--- src/rtl/feeder_pkg.sv ---
// Shared types and defaults for the serial operand feeder.
package feeder_pkg;

    // Default operand width in bits.
    localparam int unsigned DefaultWidth = 8;

    // Frame sequencer states: wait, clear pulse, operand bits, zero pad.
    typedef enum logic [1:0] {
        StIdle,
        StLoad,
        StShift,
        StFlush
    } feeder_state_e;

endpackage

--- src/rtl/piso_shift.sv ---
// Parallel-in serial-out register: parallel load, shift right with zero fill.
// q0 always presents the bit that goes out next.
module piso_shift #(
    parameter int unsigned WIDTH = 8
) (
    input  logic             CLK,
    input  logic             RST,
    input  logic             load,
    input  logic             shift,
    input  logic [WIDTH-1:0] d,
    output logic             q0
);

    logic [WIDTH-1:0] sr_q;
    logic [WIDTH-1:0] sr_d;

    // Load has priority over shift; zero fill means the register drains to 0.
    always_comb begin
        sr_d = sr_q;
        if (load) begin
            sr_d = d;
        end else if (shift) begin
            sr_d = {1'b0, sr_q[WIDTH-1:1]};
        end
    end

    // Shift register state with synchronous reset.
    always_ff @(posedge CLK) begin
        if (RST) begin
            sr_q <= '0;
        end else begin
            sr_q <= sr_d;
        end
    end

    assign q0 = sr_q[0];

endmodule

--- src/rtl/serial_operand_feeder.sv ---
// Serial operand feeder: accepts one parallel operand pair, pulses CLR, then
// streams both operands LSB-first followed by PAD zero cycles.
// Optional build macro FEEDER_SKID_EN adds a one-entry skid buffer so the next
// pair can be accepted while a frame runs (back-to-back frames, no idle gap).
module serial_operand_feeder
    import feeder_pkg::*;
#(
    parameter int unsigned WIDTH = DefaultWidth,
    parameter int unsigned PAD   = WIDTH
) (
    input  logic             CLK,
    input  logic             RST,
    input  logic             in_valid,
    output logic             in_ready,
    input  logic [WIDTH-1:0] in_a,
    input  logic [WIDTH-1:0] in_b,
    output logic             CLR,
    output logic             A,
    output logic             B,
    output logic             FRAME,
    output logic             LAST
);

    localparam int unsigned Total = WIDTH + PAD;
    localparam int unsigned CW    = $clog2(WIDTH + PAD + 1);

    localparam logic [CW-1:0] CntLast  = CW'(Total - 1);
    localparam logic [CW-1:0] CntWidth = CW'(WIDTH);

    feeder_state_e state_q, state_d;
    logic [CW-1:0] cnt_q, cnt_d;
    logic          clr_q, clr_d;
    logic          a_q, a_d;
    logic          b_q, b_d;
    logic          frame_q, frame_d;
    logic          last_q, last_d;

    logic             accept;
    logic             load;
    logic             shift;
    logic [WIDTH-1:0] load_a;
    logic [WIDTH-1:0] load_b;
    logic             sa_q0;
    logic             sb_q0;

`ifdef FEEDER_SKID_EN
    logic             skid_full_q, skid_full_d;
    logic [WIDTH-1:0] skid_a_q, skid_a_d;
    logic [WIDTH-1:0] skid_b_q, skid_b_d;
    logic             take_direct;

    // Ready whenever the skid slot is free, in any state.
    assign in_ready = !RST && !skid_full_q;
`else
    // Ready only while idle; one pair in flight at a time.
    assign in_ready = !RST && (state_q == StIdle);
`endif

    assign accept = in_valid && in_ready;

    piso_shift #(
        .WIDTH (WIDTH)
    ) u_piso_a (
        .CLK   (CLK),
        .RST   (RST),
        .load  (load),
        .shift (shift),
        .d     (load_a),
        .q0    (sa_q0)
    );

    piso_shift #(
        .WIDTH (WIDTH)
    ) u_piso_b (
        .CLK   (CLK),
        .RST   (RST),
        .load  (load),
        .shift (shift),
        .d     (load_b),
        .q0    (sb_q0)
    );

    // Next-state and next-output logic for the frame sequencer.
    always_comb begin
        state_d = state_q;
        cnt_d   = cnt_q;
        clr_d   = 1'b0;
        a_d     = 1'b0;
        b_d     = 1'b0;
        frame_d = 1'b0;
        last_d  = 1'b0;
        load    = 1'b0;
        shift   = 1'b0;
        load_a  = in_a;
        load_b  = in_b;
`ifdef FEEDER_SKID_EN
        take_direct = 1'b0;
        skid_full_d = skid_full_q;
        skid_a_d    = skid_a_q;
        skid_b_d    = skid_b_q;
`endif

        unique case (state_q)
            StIdle: begin
                if (accept) begin
                    load    = 1'b1;
                    clr_d   = 1'b1;
                    state_d = StLoad;
`ifdef FEEDER_SKID_EN
                    take_direct = 1'b1;
`endif
                end
            end

            // CLR cycle; the next edge emits bit 0 and starts the count.
            StLoad: begin
                state_d = StShift;
                cnt_d   = '0;
                a_d     = sa_q0;
                b_d     = sb_q0;
                shift   = 1'b1;
                frame_d = 1'b1;
            end

            // cnt_q is the index of the bit currently on A/B.
            StShift, StFlush: begin
                if (cnt_q == CntLast) begin
`ifdef FEEDER_SKID_EN
                    if (skid_full_q) begin
                        load        = 1'b1;
                        load_a      = skid_a_q;
                        load_b      = skid_b_q;
                        skid_full_d = 1'b0;
                        clr_d       = 1'b1;
                        state_d     = StLoad;
                    end else if (accept) begin
                        // Pair arriving on the last cycle goes straight in.
                        take_direct = 1'b1;
                        load        = 1'b1;
                        clr_d       = 1'b1;
                        state_d     = StLoad;
                    end else begin
                        state_d = StIdle;
                    end
`else
                    state_d = StIdle;
`endif
                end else begin
                    cnt_d   = cnt_q + CW'(1);
                    frame_d = 1'b1;
                    last_d  = (cnt_d == CntLast);
                    if (cnt_d < CntWidth) begin
                        state_d = StShift;
                        a_d     = sa_q0;
                        b_d     = sb_q0;
                        shift   = 1'b1;
                    end else begin
                        state_d = StFlush;
                    end
                end
            end

            default: begin
                state_d = StIdle;
            end
        endcase

`ifdef FEEDER_SKID_EN
        // Any accept not consumed directly by the sequencer parks in the skid slot.
        if (accept && !take_direct) begin
            skid_full_d = 1'b1;
            skid_a_d    = in_a;
            skid_b_d    = in_b;
        end
`endif
    end

    // Sequencer state, counter and registered outputs.
    always_ff @(posedge CLK) begin
        if (RST) begin
            state_q <= StIdle;
            cnt_q   <= '0;
            clr_q   <= 1'b0;
            a_q     <= 1'b0;
            b_q     <= 1'b0;
            frame_q <= 1'b0;
            last_q  <= 1'b0;
        end else begin
            state_q <= state_d;
            cnt_q   <= cnt_d;
            clr_q   <= clr_d;
            a_q     <= a_d;
            b_q     <= b_d;
            frame_q <= frame_d;
            last_q  <= last_d;
        end
    end

`ifdef FEEDER_SKID_EN
    // Skid buffer holding the next operand pair.
    always_ff @(posedge CLK) begin
        if (RST) begin
            skid_full_q <= 1'b0;
            skid_a_q    <= '0;
            skid_b_q    <= '0;
        end else begin
            skid_full_q <= skid_full_d;
            skid_a_q    <= skid_a_d;
            skid_b_q    <= skid_b_d;
        end
    end
`endif

    assign CLR   = clr_q;
    assign A     = a_q;
    assign B     = b_q;
    assign FRAME = frame_q;
    assign LAST  = last_q;

endmodule

--- config.mk ---
export PLATFORM = sky130hd
export DESIGN_NAME = serial_operand_feeder
export DESIGN_NICKNAME = d
export VERILOG_FILES = /design/src/rtl/feeder_pkg.sv /design/src/rtl/piso_shift.sv /design/src/rtl/serial_operand_feeder.sv
export SDC_FILE = /design/constraint.sdc
export NUM_CORES = 1
export LEC_CHECK = 0
export CORE_MARGIN = 1
export CORE_UTILIZATION = 50
export CTS_CLUSTER_DIAMETER = 150
export CTS_CLUSTER_SIZE = 8
export DETAILED_ROUTE_END_ITERATION = 16
export PLACE_DENSITY = 0.77
export SETUP_SLACK_MARGIN = 0.05
export SYNTH_ARGS = -nofsm -noshare
export SYNTH_HDL_FRONTEND = slang
export SYNTH_SLANG_ARGS = --single-unit
--- constraint.sdc ---
create_clock -name CLK -period 2.8 [get_ports CLK]
set_clock_uncertainty 0.1 [all_clocks]
set_input_delay 0.28 -clock CLK [delete_from_list [all_inputs] [get_ports CLK]]
set_output_delay 0.28 -clock CLK [all_outputs]
set_load 0.02 [all_outputs]
==> impl_metrics.tcl <==
set metrics [dict create \
    status "finished, final reports clean" \
    sequentialPowerShare_pct 49.8 \
    end_kind "flop" \
    io_buffers 24 \
    clock-sinks 28 \
    route.vias.total 1101 \
    ys_seq_elements 28 \
    power.switching_mw 0.2554 \
    cp_max_fo 16 \
    die_y_um 53.75 \
    die-area_sq_um 2889 \
    cap_violations 0 \
    cts_tree "yes" \
    final_antenna_net_count 0 \
    ys_warn_count 0 \
    grt.total_usage_pct 22.12 \
    first_pass_iters 4 \
    layout_commonest_cell "dfxtp_1" \
    antenna_found_initial 0 \
    grt_pass1_wl_um 4526 \
    relSlewSlack_pct 65.46 \
    syn_area_sq_um 1339 \
    htreeDepth 1 \
    avgSynthCellArea_sq_um 9.632 \
    setup_tns_ns 0 \
    grt_pass1_vias 1007 \
    p_leak_nw 0.6745 \
    postCtsHoldBufs 0 \
    hold_class "reg -> reg" \
    clock_path_buffers 2 \
    critical_path_class "reg -> reg" \
    utilization_pct 66.22 \
    synth_area_leader_cell "dfxtp_1" \
    setup_ws_ns 0.5215 \
    whs_ns 0.3618 \
    yosysSeqAreaShare_pct 41.87 \
    p_int_mw 0.6829 \
    grt_max_degree 18 \
    place_ws_ns 0.5601 \
    drive_gt1_share_pct 14.11 \
    cts_resized 0 \
    layout_common_cells "28 x dfxtp_1, 24 x clkdlybuf4s50_1, 14 x mux2i_1, 14 x o31ai_1, 13 x a21oi_1" \
    ys_types 35 \
    netSwitchingFraction_pct 27.22 \
    drv_slew 0 \
    antenna-diode-count 0 \
    syn_inst 139 \
    power.density_nw_per_um2 566.8 \
    ctsRootBufferMaster "clkbuf_4" \
    required_ns 2.93 \
    post-route-min-period_ns 2.279 \
    synthTopCellsByArea "dfxtp_1 42%, mux2i_1 10%, o31ai_1 7.9%" \
    min_from "u_piso_a.sr_q[0]$_SDFFE_PP0P_" \
    drt_iter0_drc 8 \
    worst_pin_slew_ns 0.5163 \
    start_kind "flop" \
    wl_um 2846 \
    wl_per_cell_um 14.75 \
    clkLatencyLatePin_ns 0.33 \
    core_area_sq_um 2500 \
    mappedNetlistNets 161 \
    setup_viol 0 \
    fin_cells 193 \
    clk_pin_slew_ns 0.15 \
    start_util_pct 53.55 \
    gp_congestion 0.7571 \
    nets 186 \
    synth_top_area_share_pct 41.87 \
    numCtsBuffers 3 \
    worst_ep_arrival_time_ns 2.40 \
    rows 18 \
    cp-startpoint "cnt_q[1]$_SDFFE_PP0P_" \
    dp_cells 189 \
    min_period_over_period_pct 81.38 \
    dp_hpwl_um 2009 \
    cts_setup_buffers 0 \
    combPwrFrac_pct 22.0 \
    max_freq_mhz 438.9 \
    rsz0062_at_grt "false" \
    overflow 0 \
    die_w_um 53.75 \
    routed_via_density 5.705 \
    clock_power_share_pct 28.2 \
    drc 0 \
    final_hold_viol_count 0 \
    timing.rr.start "cnt_q[1]$_SDFFE_PP0P_" \
    area_growth_pct 23.65 \
    io_pins 25 \
    ir_drop_v 0.0003440 \
]
==> state kept, by name, indices dropped and copies added, names as in the netlist <==
| name | cells |
|---|---|
| CLR | 1 |
| u_piso_a.sr_q | 8 |
| cnt_q | 5 |
| FRAME | 1 |
| state_q | 2 |
| u_piso_b.sr_q | 8 |
| B | 1 |
| LAST | 1 |
| A | 1 |
==> worst max-delay path, cell delays in order, from the launching register on <==
cell and delay (ns):
dfxtp_1 0.39, ha_1 0.26, and3_1 0.20, ha_1 0.38, nand4b_1 0.15, mux2i_2 0.20
or2_1 0.13, buf_4 0.25, o32ai_2 0.11
==> final cells by class <==
cell class	count	area (sq um)
clock buffers	3	22.52
clock inverters	1	30.03
fillers	217	844.6
inverters	6	22.52
multi-input cells	96	704.4
flip-flops and latches	28	560.5
well taps	30	37.54
repair buffers	29	277.8
==> cells by family (layout without fill, tap and decap cells) <==
kind of cell | after synthesis | after routing | share of synthesized area, %
AOI/OAI and AO/OA | 45 | 45 | 24.67
and+or+nand+nor | 31 | 31 | 12.34
xor gates and xnor gates | 2 | 2 | 1.309
adders and majority gates | 3 | 3 | 2.804
DFF | 28 | 28 | 41.87
buffers and inverters | 15 | 39 | 5.513
muxes | 15 | 15 | 11.49
==> cells in the mapped netlist (all sizes together) <==
| library cell | n |
|---|---|
| ha | 3 |
| inv | 5 |
| dfxtp | 28 |
| a211oi | 3 |
| nand2 | 6 |
| and3 | 2 |
| a21oi | 21 |
| buf | 5 |
| or2 | 2 |
| nand4bb | 1 |
| o21ai | 2 |
| o32ai | 2 |
| or3 | 1 |
| nor3 | 3 |
| clkbuf | 4 |
| a2bb2oi | 1 |
| a21o | 1 |
| xor2 | 1 |
| nor2b | 1 |
| xnor2 | 1 |
| clkinv | 1 |
| nand3 | 2 |
| a311oi | 1 |
| mux2i | 15 |
| nand2b | 3 |
| o31ai | 14 |
| nand4b | 1 |
| nor2 | 9 |
==> path summary, 6_finish.rpt <==
kind | end | cells past startpoint | slack (ns)
worst max register to register | u_piso_a.sr_q[7]$_SDFFE_PP0P_ | 8 | 0.52
worst max-delay path | u_piso_a.sr_q[7]$_SDFFE_PP0P_ | 8 | 0.52
worst min-delay path | A$_SDFF_PP0_ | 2 | 0.36
worst min register to register | A$_SDFF_PP0_ | 2 | 0.36
==> power groups by stage <==
| stage | logic [mW] | registers [mW] | clock network (mW) |
|---|---|---|---|
| 2_1_floorplan | 0.147 | 0.470 | 0 |
| 3_3_place_gp | 0.200 | 0.472 | 0 |
| 3_5_place_dp | 0.206 | 0.475 | 0 |
| 4_1_cts | 0.207 | 0.467 | 0.271 |
| 5_1_grt | 0.225 | 0.472 | 0.289 |
| 6_report | 0.206 | 0.467 | 0.265 |
==> per-stage QoR <==
stage / instance area (sq um) / power, mW
after global routing: 1655 / 0.9858
after floorplan: 1339 / 0.6168
final: 1655 / 0.9382
after detailed placement: 1603 / 0.6815
after CTS: 1655 / 0.9448
after global placement: 1603 / 0.6727
==> per-layer routing <==
layer  track usage [%]  wire (um)  up-vias
met4             10.09         34        0
met5                 0          0        -
met1             28.32       1323      525
met3             3.672         67        4
li1                  -          -      554
met2             36.01       1421       18
No activity file was read; power rests on OpenSTA's default activity.
